$ cat src/rtl/sr_drv_pkg.sv
// sr_drv_pkg: op codes and FSM state encoding shared by the SR latch driver.
package sr_drv_pkg;
  localparam logic [1:0] OP_NOP = 2'b00;
  localparam logic [1:0] OP_CLEAR = 2'b01;
  localparam logic [1:0] OP_SET = 2'b10;
  localparam logic [1:0] OP_ILLEGAL = 2'b11;
  typedef enum logic [2:0] {ST_IDLE, ST_SETUP, ST_PULSE, ST_HOLD, ST_CHECK} state_t;
endpackage

$ cat src/rtl/sr_drv_phase_timer.sv
// sr_drv_phase_timer: loadable down-counter that holds at zero and flags it.
module sr_drv_phase_timer #(
  parameter int CNT_W = 4
) (
  input  logic             clk,
  input  logic             rst_n,
  input  logic             load,
  input  logic [CNT_W-1:0] val,
  output logic             zero
);
  logic [CNT_W-1:0] cnt;
  always_ff @(posedge clk or negedge rst_n)
    if (!rst_n) cnt <= '0;
    else cnt <= load ? val : (cnt != '0 ? cnt - CNT_W'(1) : cnt);
  assign zero = cnt == '0;
endmodule

$ cat src/rtl/sr_latch_driver.sv
// sr_latch_driver: sequences s/r setup, en pulse and hold for a gated SR latch.
// Define SR_DRV_READBACK_EN to add a CHECK phase that verifies q/q_bar readback.
module sr_latch_driver import sr_drv_pkg::*; #(
  parameter int SETUP_CYC = 1,
  parameter int PULSE_CYC = 2,
  parameter int HOLD_CYC = 1,
  parameter int CNT_W = 4
) (
  input  logic       clk,
  input  logic       rst_n,
  input  logic       req_valid,
  output logic       req_ready,
  input  logic [1:0] req_op,
  output logic       s,
  output logic       r,
  output logic       en,
  input  logic       q_fb,
  input  logic       q_bar_fb,
  output logic       done,
  output logic       err,
  output logic       busy
);
  localparam int S_EFF = SETUP_CYC < 1 ? 1 : SETUP_CYC;
  localparam int P_EFF = PULSE_CYC < 1 ? 1 : PULSE_CYC;
  localparam int H_EFF = HOLD_CYC < 1 ? 1 : HOLD_CYC;
  localparam logic [CNT_W-1:0] S_LD = CNT_W'(S_EFF - 1);
  localparam logic [CNT_W-1:0] P_LD = CNT_W'(P_EFF - 1);
  localparam logic [CNT_W-1:0] H_LD = CNT_W'(H_EFF - 1);
  state_t state, nxt;
  logic [1:0] op, op_n;
  logic ld, zero, done_n, err_n, drive_n;
  logic [CNT_W-1:0] ld_val;
  sr_drv_phase_timer #(.CNT_W(CNT_W)) u_timer (
    .clk(clk),
    .rst_n(rst_n),
    .load(ld),
    .val(ld_val),
    .zero(zero)
  );
`ifndef SR_DRV_READBACK_EN
  logic unused_fb;
  assign unused_fb = q_fb ^ q_bar_fb;
`endif
  always_comb begin
    nxt = state;
    op_n = op;
    ld = 1'b0;
    ld_val = S_LD;
    done_n = 1'b0;
    err_n = 1'b0;
    case (state)
      ST_IDLE:
        if (req_valid && req_ready) begin
          op_n = req_op;
          if (req_op == OP_SET || req_op == OP_CLEAR) begin
            nxt = ST_SETUP;
            ld = 1'b1;
          end
          done_n = req_op == OP_NOP;
          err_n = req_op == OP_ILLEGAL;
        end
      ST_SETUP:
        if (zero) begin
          nxt = ST_PULSE;
          ld = 1'b1;
          ld_val = P_LD;
        end
      ST_PULSE:
        if (zero) begin
          nxt = ST_HOLD;
          ld = 1'b1;
          ld_val = H_LD;
        end
      ST_HOLD:
        if (zero) begin
`ifdef SR_DRV_READBACK_EN
          nxt = ST_CHECK;
`else
          nxt = ST_IDLE;
          done_n = 1'b1;
`endif
        end
`ifdef SR_DRV_READBACK_EN
      ST_CHECK: begin
        nxt = ST_IDLE;
        done_n = q_fb == (op == OP_SET) && q_bar_fb == (op != OP_SET);
        err_n = !done_n;
      end
`endif
      default: nxt = ST_IDLE;
    endcase
  end
  assign drive_n = nxt inside {ST_SETUP, ST_PULSE, ST_HOLD};
  // Outputs are registered from the next state so they line up with the state register.
  always_ff @(posedge clk or negedge rst_n)
    if (!rst_n) begin
      state <= ST_IDLE;
      op <= OP_NOP;
      s <= 1'b0;
      r <= 1'b0;
      en <= 1'b0;
      req_ready <= 1'b0;
      done <= 1'b0;
      err <= 1'b0;
    end else begin
      state <= nxt;
      op <= op_n;
      s <= drive_n && op_n == OP_SET;
      r <= drive_n && op_n == OP_CLEAR;
      en <= nxt == ST_PULSE;
      req_ready <= nxt == ST_IDLE;
      done <= done_n;
      err <= err_n;
    end
  assign busy = state != ST_IDLE;
endmodule

$ cat config.mk
export PLATFORM = sky130hd
export DESIGN_NAME = sr_latch_driver
export DESIGN_NICKNAME = d
export VERILOG_FILES = /design/src/rtl/sr_drv_pkg.sv /design/src/rtl/sr_drv_phase_timer.sv /design/src/rtl/sr_latch_driver.sv
export SDC_FILE = /design/constraint.sdc
export NUM_CORES = 1
export LEC_CHECK = 0
export ABC_CLOCK_PERIOD_IN_PS = 4000
export BUFFER_PORTS_ARGS = -buffer_cell sky130_fd_sc_hd__buf_4
export CAP_MARGIN = 20
export CELL_PAD_IN_SITES_DETAIL_PLACEMENT = 1
export CELL_PAD_IN_SITES_GLOBAL_PLACEMENT = 1
export CORE_ASPECT_RATIO = 0.8
export CORE_MARGIN = 2
export CORE_UTILIZATION = 45
export CTS_CLUSTER_SIZE = 16
export DETAILED_ROUTE_END_ITERATION = 6
export MAX_ROUTING_LAYER = met4
export PLACE_DENSITY = 0.8
export SLEW_MARGIN = 15
export SYNTH_ARGS = -nofsm -noshare
export SYNTH_HDL_FRONTEND = slang
export SYNTH_SLANG_ARGS = --single-unit
$ cat constraint.sdc
create_clock -name clk -period 4 [get_ports clk]
set_clock_uncertainty 0.05 [all_clocks]
set_input_delay 0.4 -clock clk [delete_from_list [all_inputs] [get_ports clk]]
set_output_delay 0.4 -clock clk [all_outputs]
set_load 0.05 [all_outputs]
==> summary.md, run 1 <==
| Metric | Value |
|---|---|
| Status | `finished clean` |
| Die Area | `between 0.002 and 0.0025 mm2` |
| Clock Latency Late Sink | `0.29 ns` |
| Starting density of the core | `between 40% and 50%` |
| Total congestion overflow | `0` |
| Dpl ws | `approximately 2.3 ns` |
| WL met1 | `about 640 um` |
| Die Span Y | `41.7 um` |
| Worst EP required | `around 3.6 ns` |
| Netlist Area Pre-Place | `800 um2` |
| Clock sinks | `15` |
| MaxCap Viol Count | `0` |
| Slowest-stage cell, CP | `or3_2` |
| Avg Inst Size Synth | `roughly 12 um2` |
| VDD IR-drop max | `between 0.3 and 0.4 mV` |
| Post-CTS repair timing setup buffer count | `0` |
| RSZ-0062 raised after global routing | `no` |
| Total Routing Usage GR | `between 10% and 20%` |
| RePlAce Congestion | `around 0.74` |
| PortBufs | `11` |
| Syn. warnings | `0` |
| Top achievable clock speed | `around 510 MHz` |
| CTS clk-pin slew, worst paths | `0.10 ns` |
| First-pass GRT wire length | `roughly 2400 um` |
| WS Path Type | `reg -> out` |
| Largest net degree at the start of global routing | `16` |
| Core area | `roughly 0.0016 mm2` |
| Post-route DRC | `0` |
| CTS Buf Count | `3` |
| Initial antenna violation count | `0` |
| Hold Crit Depth | `2` |
| Worst path cell trace | `or3_2, buf_4` |
| HP Class | `in -> reg` |
| Sequential area share after synthesis | `46.9%` |
| Clock buffer depth | `2` |
| Register area | `about 380 um2` |
| ANT cells | `0` |
| Final min period | `around 1.9 ns` |
| DR vias | `551` |
| IO Pins | `14` |
| R2R setup slack | `2.31 ns` |
| Routed len/inst | `13.4 um` |
| Biggest regs | `u_timer.cnt: 4 flops, state: 3 flops, op: 2 flops` |
| H-tree depth | `1` |
| Met3 wire len | `between 70 and 80 um` |
| Met2 routed WL | `642 um` |
| Mapped Cells | `69` |
| Worst hold slack | `between 0.3 and 0.4 ns` |
| Final-report hold violation count | `0` |
| WP data arrival | `approximately 1.5 ns` |
| Max FFs per register | `4` |
| Flops & latches, synth | `15` |
| P&R area growth vs syn | `13.6%` |
| PnR worst setup slack | `between 2 and 2.5 ns` |
| Final period utilization | `48.7%` |
| Row count | `13` |
| Number of global-route vias before repair | `between 500 and 600` |
| Filler Cell Count | `191` |
| Final ANT Viol Nets | `0` |
| Setup violators final | `0` |
| Post-CTS Resized | `0` |
| Final Util | `55.3%` |
| Netlist cell types | `31` |
| Vias per cell | `5.35` |
| Pwr/cell area | `approximately 580 mW/mm2` |
| Final net count | `a little over 90` |
| Placed insts | `slightly below 100` |
| Reg2Reg Depth | `5` |
| Total Wirelength | `between 1000 and 1500 um` |
| Crit Path Max Fanout | `9` |
| Mapped Nets | `79` |
| Pleak | `~0.44 nW` |
| HPWL after detailed placement | `~1000 um` |
| Die X | `just over 50 um` |
| Crit path capture type | `output pin` |
| Synth top area cells | `dfrtp_1 (47%), ha_1 (4.7%), buf_6 (4.2%), mux2i_1 (3.8%), nor2_1 (3.3%)` |
| Share of the synthesized area in the top cell type | `between 40% and 50%` |
| 1st-iter DRT viols | `11` |
| Largest stage delay on the critical path | `slightly above 0.5 ns` |
| Root Buffer | `clkbuf_4` |
| Largest area contributor in the netlist | `dfrtp_1` |
| Total negative slack | `0 ns` |
| Max layer used | `met4` |
| Slew Limit Fails | `0` |
| Multi-input gate area | `around 370 um2` |
| Drt pass-1 iters | `4` |
| Critical Path Start Type | `flip-flop` |
| Fraction of layout cells with a size suffix above 1 | `around a third` |
| CTS tree | `yes` |
| Hold buffers post-CTS | `1` |
| Largest reg by FF count | `u_timer.cnt` |
| Layout Cells excl Fill | `103` |
==> logic make-up (layout without fill, tap and decap cells) <==
group                      Yosys count  in the layout  synth area share [%]
adders and majority gates            3              3                  4.70
and+or+nand+nor                     24             24                  21.3
AOI/OAI and AO/OA                   11             11                  11.1
DFF                                 15             15                  46.9
muxes                                5              5                  6.57
xor gates and xnor gates             2              2                  2.19
other                                1              1                 0.469
buffers and inverters                8             20                  6.73
==> cell usage after synthesis <==
master / instances
dfrtp_1: 15
nor2_1: 7
inv_1: 4
nor2b_1: 4
buf_6: 3
ha_1: 3
mux2i_1: 3
o211ai_1: 3
a21oi_1: 2
mux2_2: 2
nand3b_1: 2
xnor2_1: 2
a211oi_1: 1
a22o_1: 1
a311o_2: 1
a32o_1: 1
a32o_2: 1
and2_2: 1
and2b_2: 1
and3_1: 1
and3_2: 1
and4bb_1: 1
buf_2: 1
conb_1: 1
nand2b_1: 1
nor3_1: 1
nor3b_2: 1
nor4b_4: 1
o21bai_1: 1
or2_2: 1
or3_2: 1
==> layout by cell type (no fill, tap or decap), types with 2 or more instances in the layout <==
cell      instances
a21oi_1           2
mux2_2            2
buf_4            11
dfrtp_1          15
nor2_1            7
nor2b_1           4
mux2i_1           3
inv_1             4
o211ai_1          3
nand3b_1          2
xnor2_1           2
clkbuf_4          3
ha_1              3
==> path summary, 6_finish.rpt <==
path	startpoint	to
setup / recovery	state[2]	busy
hold / removal	req_op[1]	op[1]
setup reg to reg	u_timer.cnt[0]	s
hold reg to reg	op[1]	op[1]
max in group asynchronous	rst_n	u_timer.cnt[1]
min in group asynchronous	rst_n	err
==> routing by layer <==
layer  vias up  GRT usage [%]
met5         -              -
met4         0           4.86
met3         2           6.47
met2        15           22.9
met1       273           20.5
li1        261              -
==> stage by stage <==
stage / power [W] / instance area (um2)
after floorplan: 0.000397 / 800
after CTS: 0.000530 / 908
after detailed placement: 0.000440 / 871
after global routing: 0.000564 / 908
final: 0.000523 / 908
after global placement: 0.000434 / 871
==> critical path: cells and delay by family (launching register included) <==
kind                   cells  cell delay [ns]
and+or+nand+nor            1             0.51
DFF                        1             0.50
buffers and inverters      1             0.20
==> where the power goes <==
part	switching [W]	total (W)	internal [W]
logic	0.000102	0.000205	0.000102
registers	0.0000406	0.000230	0.000190
clock network	0.0000504	0.0000876	0.0000372
total	0.000193	0.000523	0.000329
==> layout make-up <==
type	count	area share, %
clock inverter	1	0.551
sequential	15	41.3
multi-input combinational	46	40.8
timing repair buffer	12	10.2
clock buffer	3	2.48
tap	22	3.03
inverter	4	1.65
No activity file was read; power rests on OpenSTA's default activity.
==> run 2, diff against run 1 <==
--- a/config.mk
+++ b/config.mk
@@ -5,18 +5,18 @@
 export SDC_FILE = /design/constraint.sdc
 export NUM_CORES = 1
 export LEC_CHECK = 0
-export ABC_CLOCK_PERIOD_IN_PS = 4000
+export ABC_CLOCK_PERIOD_IN_PS = 1800
 export BUFFER_PORTS_ARGS = -buffer_cell sky130_fd_sc_hd__buf_4
 export CAP_MARGIN = 20
 export CELL_PAD_IN_SITES_DETAIL_PLACEMENT = 1
 export CELL_PAD_IN_SITES_GLOBAL_PLACEMENT = 1
 export CORE_ASPECT_RATIO = 0.8
 export CORE_MARGIN = 2
-export CORE_UTILIZATION = 45
+export CORE_UTILIZATION = 42
 export CTS_CLUSTER_SIZE = 16
 export DETAILED_ROUTE_END_ITERATION = 6
 export MAX_ROUTING_LAYER = met4
-export PLACE_DENSITY = 0.8
+export PLACE_DENSITY = 0.75
 export SLEW_MARGIN = 15
 export SYNTH_ARGS = -nofsm -noshare
 export SYNTH_HDL_FRONTEND = slang
==> constraint.sdc (replaced) <==
create_clock -name clk -period 1.8 [get_ports clk]
set_clock_uncertainty 0.05 [all_clocks]
set_input_delay 0.18 -clock clk [delete_from_list [all_inputs] [get_ports clk]]
set_output_delay 0.18 -clock clk [all_outputs]
set_load 0.05 [all_outputs]
==> run 2 against run 1 <==
Sequential power grew 120%. Register-to-register slack lost 2.2 ns. Critical path depth grew 1. Hold slack lost 0.21 ns. Sequential cell count is the same. Largest cell class unchanged.
==> summary.md, run 2 (same netlist as run 1, synthesis figures left out) <==
| Metric | Value |
|---|---|
| Clock sinks | `15 (unchanged)` |
| Top achievable clock speed | `573 MHz` |
| Net Sw Power | `0.000442 W (+130%)` |
| Routed len/inst | `13.7 um (+2.1%)` |
| Final net count | `98 (+6.5%)` |
| HP Class | `in -> reg` |
| Clock buffer depth | `2 (unchanged)` |
| Cell-internal power | `0.000764 W (+130%)` |
| Worst hold slack | `0.107 ns (-0.211 ns)` |
| Max FFs per register | `4 (unchanged)` |
| CTS tree | `yes` |
| Die Span Y | `43.0 um (+3.2%)` |
| Sw frac | `36.6% (-0.38 points)` |
| Clk pwr share | `15.9% (-0.9 points)` |
| DR vias | `565 (+2.5%)` |
| CTS Buf Count | `3 (unchanged)` |
| Post-DP Area | `911 um2 (+4.6%)` |
| Number of global-route vias before repair | `596 (+17%)` |
| Launch point of the worst path | `state[2]` |
| Final-report hold violation count | `0 (unchanged)` |
| Largest reg by FF count | `u_timer.cnt` |
| Clock Latency Late Sink | `0.28 ns (about the same)` |
| Status | `finished clean` |
| WP data arrival | `1.52 ns (+0.02 ns)` |
| Reg2Reg Depth | `6 (+1)` |
| Largest stage delay on the critical path | `0.48 ns (-0.03 ns)` |
| H-tree depth | `1 (unchanged)` |
| Crit path to | `busy` |
| IO Pins | `14 (unchanged)` |
| Non-Filler Cell Area, Final | `960 um2 (+5.6%)` |
| R2R Path End | `s` |
| WS Path Type | `reg -> out` |
| Worst r2r src | `u_timer.cnt[0]` |
| 1st-iter DRT viols | `4 (-7)` |
| Fraction of layout cells with a size suffix above 1 | `36.8% (+4.7 points)` |
| Slew Limit Fails | `0 (unchanged)` |
| PortBufs | `11 (unchanged)` |
| Die X | `52.8 um (+3.2%)` |
| Most common cell after layout, fill and taps aside | `buf_4` |
| MaxCap Viol Count | `0 (unchanged)` |
| Crit Path Max Fanout | `8 (-1)` |
| Most frequent cells in the layout | `buf_4 (16), dfrtp_1 (15), nor2_1 (7), inv_1 (4), nor2b_1 (4)` |
| Total Wirelength | `1520 um (+10%)` |
| P&R area growth vs syn | `20.0%` |
| RePlAce Congestion | `0.709 (-4.5%)` |
| CTS clk-pin slew, worst paths | `0.09 ns (about the same)` |
| Setup violators final | `0 (unchanged)` |
| Biggest regs | `u_timer.cnt: 4 flops, state: 3 flops, op: 2 flops` |
| Worst path cell trace | `buf_4, or3_2, buf_6` |
| R2R setup slack | `0.16 ns (-2.15 ns)` |
| Logic pwr share | `42.2% (+3.1 points)` |
| Total Routing Usage GR | `17.0% (+1.1 points)` |
| Worst EP required | `1.57 ns (-1.98 ns)` |
| RSZ-0062 raised after global routing | `no` |
| Final Util | `52.2% (-3.1 points)` |
| Row count | `14 (+1)` |
| Final ANT Viol Nets | `0 (unchanged)` |
| Vias per cell | `5.09 (-4.8%)` |
| Starting density of the core | `43.5% (-5.2 points)` |
| Total Power | `0.00121 W (+130%)` |
| Initial antenna violation count | `0 (unchanged)` |
| Core area | `0.00184 mm2 (+12%)` |
| ANT cells | `0 (unchanged)` |
| Root Buffer | `clkbuf_4` |
| Final period utilization | `between 90% and 100%` |
| Die Area | `0.00227 mm2 (+6.5%)` |
| Final min period | `roughly 1.7 ns` |
| Post-route DRC | `0 (unchanged)` |
| Slowest-stage cell, CP | `or3_2` |
| Pwr/cell area | `1260 mW/mm2 (+120%)` |
| Pleak | `0.468 nW (+7.4%)` |
| Total negative slack | `0 ns (unchanged)` |
| Total congestion overflow | `0 (unchanged)` |
| First-pass GRT wire length | `2640 um (+11%)` |
| Crit path capture type | `output pin` |
| VDD IR-drop max | `0.747 mV (+110%)` |
| Critical Path Start Type | `flip-flop` |
| Drt pass-1 iters | `2 (-2)` |
| HPWL after detailed placement | `1150 um (+11%)` |
| Reg power frac | `41.9% (-2.2 points)` |
| Largest net degree at the start of global routing | `16 (unchanged)` |
## run 2: changes by cell type in the layout (fill, tap and decap cells not counted)
cell / change
buf_4: +5
buf_6: +1
## run 2: final cells by class
class	instances	area, um2
Clock buffer	3	22.5
Clock inverter	1	5.00
Fill cell	227	880
Inverter	4	15.0
Multi-Input combinational cell	46	370
Sequential cell	15	375
Tap cell	24	30.0
Timing Repair Buffer	18	141
## run 2: per-stage QoR
stage          worst slack [ns]  instances
3_3_place_gp              0.225        105
6_report                 0.0544        111
4_1_cts                  0.0313        111
5_1_grt                 0.00768        111
2_1_floorplan             0.194         69
3_5_place_dp              0.178        105
## run 2: power by group through the flow
stage	Sequential, W	Clock, W	Combinational [W]
after floorplan	0.000531	0	0.000351
after global placement	0.000506	0	0.000489
after detailed placement	0.000514	0	0.000505
after CTS	0.000506	0.000203	0.000515
after global routing	0.000522	0.000225	0.000559
final	0.000505	0.000191	0.000509
## run 2: worst max-delay path: cells and delay by family, from the launching register on
family	cells	cell delay, ns
DFF	1	0.42
and+or+nand+nor	1	0.48
buffers and inverters	2	0.34
## run 2: routing by layer
layer | track usage, % | share of wire (%) | vias to the layer above
li1 | - | - | 276
met1 | 21.1 | 48 | 278
met2 | 26.0 | 48 | 9
met3 | 7.39 | 3.3 | 2
met4 | 3.08 | 0.26 | 0
met5 | - | 0 | -
## run 2: timing repair
action                                  4_1_cts  5_1_grt
hold endpoints to repair                     15        0
hold buffers                                  1        0
setup buffers                                 1        0
endpoints found under the setup margin        1        1
gates resized for setup                       0        1
pin swaps                                     0        0
## run 2: worst min-delay path by stage
stage / slack [ns] / cells past startpoint / start / end
after floorplan: -0.17 / 0 / rst_n / done
after global placement: -0.006 / 1 / rst_n / req_ready
after detailed placement: -0.003 / 1 / rst_n / req_ready
after CTS: 0.1 / 2 / req_op[1] / op[1]
after global routing: 0.09 / 2 / req_op[1] / op[1]
final: 0.11 / 2 / req_op[0] / op[0]
==> run 3, diff against run 2 <==
--- a/config.mk
+++ b/config.mk
@@ -11,7 +11,6 @@
 export CELL_PAD_IN_SITES_DETAIL_PLACEMENT = 1
 export CELL_PAD_IN_SITES_GLOBAL_PLACEMENT = 1
 export CORE_ASPECT_RATIO = 0.8
-export CORE_MARGIN = 2
 export CORE_UTILIZATION = 42
 export CTS_CLUSTER_SIZE = 16
 export DETAILED_ROUTE_END_ITERATION = 6
==> run 3 against run 2 <==
Critical path depth unchanged. Largest cell class unchanged. Cell count decreased by 1.8%. Critical endpoint unchanged. Global-route usage increased by 1.6 points. First-iteration DRC count decreased by 75%. Sequential cell count unchanged. Combinational power increased by 4%. Worst setup slack got worse by 0.019 ns. Via count decreased by 2.5%.
==> summary.md, run 3 (same netlist as run 1, synthesis figures left out) <==
| Metric | Value |
|---|---|
| Status | `finished clean` |
| Post-route DRC | `0 (unchanged)` |
| WS Path Type | `reg -> out` |
| Slowest-stage cell, CP | `or3_2` |
| VDD IR-drop max | `0.634 mV (-15%)` |
| R2R Path End | `s` |
| Most common cell after layout, fill and taps aside | `buf_4` |
| IO Pins | `14 (unchanged)` |
| Worst path cell trace | `buf_4, or3_2, buf_4` |
| Final Util | `55.8% (+3.6 points)` |
| Reg2Reg Depth | `5 (-1)` |
| Biggest regs | `u_timer.cnt: 4 flops, state: 3 flops, op: 2 flops` |
| MaxCap Viol Count | `0 (unchanged)` |
| Clock sinks | `15 (unchanged)` |
| PortBufs | `11 (unchanged)` |
| Largest reg by FF count | `u_timer.cnt` |
| Largest net degree at the start of global routing | `16 (unchanged)` |
| Hold Crit Start | `req_op[1]` |
| Hold path endpoint | `op[1]` |
| Clk pwr share | `15.7% (-0.2 points)` |
| WP data arrival | `1.53 ns (about the same)` |
| Root Buffer | `clkbuf_4` |
| Total negative slack | `0 ns (unchanged)` |
| Die X | `50.8 um (-3.8%)` |
| Multi-input gate area | `370 um2 (unchanged)` |
| Most frequent cells in the layout | `buf_4 (17), dfrtp_1 (15), nor2_1 (7), inv_1 (4), nor2b_1 (4)` |
| HPWL after detailed placement | `1190 um (+4.1%)` |
| Clock buffer depth | `2 (unchanged)` |
| RSZ-0062 raised after global routing | `no` |
| RePlAce Congestion | `0.792 (+12%)` |
| First-pass GRT wire length | `2570 um (-2.4%)` |
| H-tree depth | `1 (unchanged)` |
| Die Span Y | `41.0 um (-4.6%)` |
| ANT cells | `0 (unchanged)` |
| Starting density of the core | `46.8% (+3.3 points)` |
| Number of global-route vias before repair | `577 (-3.2%)` |
| Total congestion overflow | `0 (unchanged)` |
| Final net count | `98 (unchanged)` |
| Cell-internal power | `0.000774 W (+1.4%)` |
| Hold Crit Depth | `2 (unchanged)` |
| Routed len/inst | `14.4 um (+5.1%)` |
| DR vias | `551 (-2.5%)` |
| Final ANT Viol Nets | `0 (unchanged)` |
| Filler Cell Count | `194 (-15%)` |
| Drt pass-1 iters | `2 (unchanged)` |
| Crit path capture type | `output pin` |
| Initial antenna violation count | `0 (unchanged)` |
| R2R setup slack | `0.13 ns (-0.03 ns)` |
| CP delay by family, top | `simple AND/OR/NAND/NOR gates` |
| Setup violators final | `0 (unchanged)` |
| CTS clk-pin slew, worst paths | `0.08 ns (about the same)` |
| Pleak | `0.463 nW (-0.97%)` |
| Slew Limit Fails | `0 (unchanged)` |
| Register area | `375 um2 (unchanged)` |
| Pwr/cell area | `1280 mW/mm2 (+1.7%)` |
| Most frequent CP cell | `buf_4` |
| Max FFs per register | `4 (unchanged)` |
| Vias per cell | `5.06 (-0.69%)` |
| Reg power frac | `40.8% (-1.1 points)` |
| Logic pwr share | `43.5% (+1.3 points)` |
| CTS tree | `yes` |
| Top achievable clock speed | `567 MHz (-1.1%)` |
| Crit Path Max Fanout | `8 (unchanged)` |
| Sw frac | `36.3% (-0.29 points)` |
| Clock Latency Late Sink | `0.28 ns (about the same)` |
| Critical Path Start Type | `flip-flop` |
| Final-report hold violation count | `0 (unchanged)` |
| CTS Buf Count | `3 (unchanged)` |
| Fraction of layout cells with a size suffix above 1 | `35.6% (-1.1 points)` |
| HP Class | `in -> reg` |
| Largest stage delay on the critical path | `0.47 ns (about the same)` |
| Row count | `13 (-1)` |
| Worst r2r src | `u_timer.cnt[1]` |
| P&R area growth vs syn | `19.1%` |
| Die Area | `0.00208 mm2 (-8.3%)` |
| Total Routing Usage GR | `18.6% (+1.6 points)` |
| Final min period | `1.76 ns (+0.0188 ns)` |
| Worst EP required | `1.57 ns (about the same)` |
| Net Sw Power | `0.000442 W (+0.13%)` |
| Total Wirelength | `1570 um (+3.2%)` |
| Core area | `0.00171 mm2 (-7.1%)` |
| Final period utilization | `98.0% (+1.0 points)` |
| Critical path buffers and inverters | `2 (unchanged)` |
| 1st-iter DRT viols | `1 (-3)` |
==> run 3: cell count changes in the layout (fill, tap and decap cells not counted), sizes merged <==
| cell | previous run | this run |
|---|---|---|
| clkinv | 1 | 0 |
| clkbuf | 3 | 4 |
==> run 3: timing repair <==
action	4_1_cts	5_1_grt
hold endpoints to repair	15	0
setup endpoints to repair	1	0
hold buffers	1	0
setup buffers	1	0
resized for setup	0	0
==> run 3: per-stage QoR <==
stage / hold slack (ns) / cell area (um2) / setup slack, ns / total power, W / std cells
finish: 0.111 / 952 / 0.0357 / 0.00122 / 109
CTS: 0.0995 / 952 / 0.0251 / 0.00123 / 109
global route: 0.103 / 952 / 0.000226 / 0.00131 / 109
global placement: -0.00577 / 908 / 0.186 / 0.00101 / 103
detailed placement: -0.00422 / 908 / 0.142 / 0.00103 / 103
floorplan: -0.166 / 800 / 0.194 / 0.000881 / 69
==> run 3: area by class of cell <==
type,count,area share [%]
Inverter,4,1.58
Timing Repair Buffer,18,14.5
Sequential cell,15,39.4
Clock buffer,4,2.76
Multi-Input combinational cell,46,38.9
Tap cell,22,2.89
==> run 3: worst max path at each step <==
stage | from | to | slack [ns] | depth (start not counted)
after CTS | state[2] | busy | 0.03 | 3
after global routing | state[2] | busy | 0.0002 | 3
final | state[2] | busy | 0.04 | 3
after floorplan | req_ready | op[0] | 0.19 | 3
after detailed placement | u_timer.cnt[1] | s | 0.14 | 5
after global placement | u_timer.cnt[1] | s | 0.19 | 5
==> run 3: power groups by stage <==
stage          sequential, W  combinational, W  clock, W
6_report            0.000497          0.000529  0.000191
5_1_grt             0.000514          0.000583  0.000215
4_1_cts             0.000498          0.000536  0.000200
3_5_place_dp        0.000504          0.000529         0
3_3_place_gp        0.000498          0.000512         0
2_1_floorplan       0.000531          0.000351         0
==> run 3: metal layers <==
layer  wire, um  up-vias  track usage (%)  part of all wire (%)
met5          0        -                -                     0
met4          0        0             4.17                     0
met3         60        0             5.56                   3.8
met2        735        9             32.3                    47
met1        770      267             22.0                    49
li1           -      275                -                     -
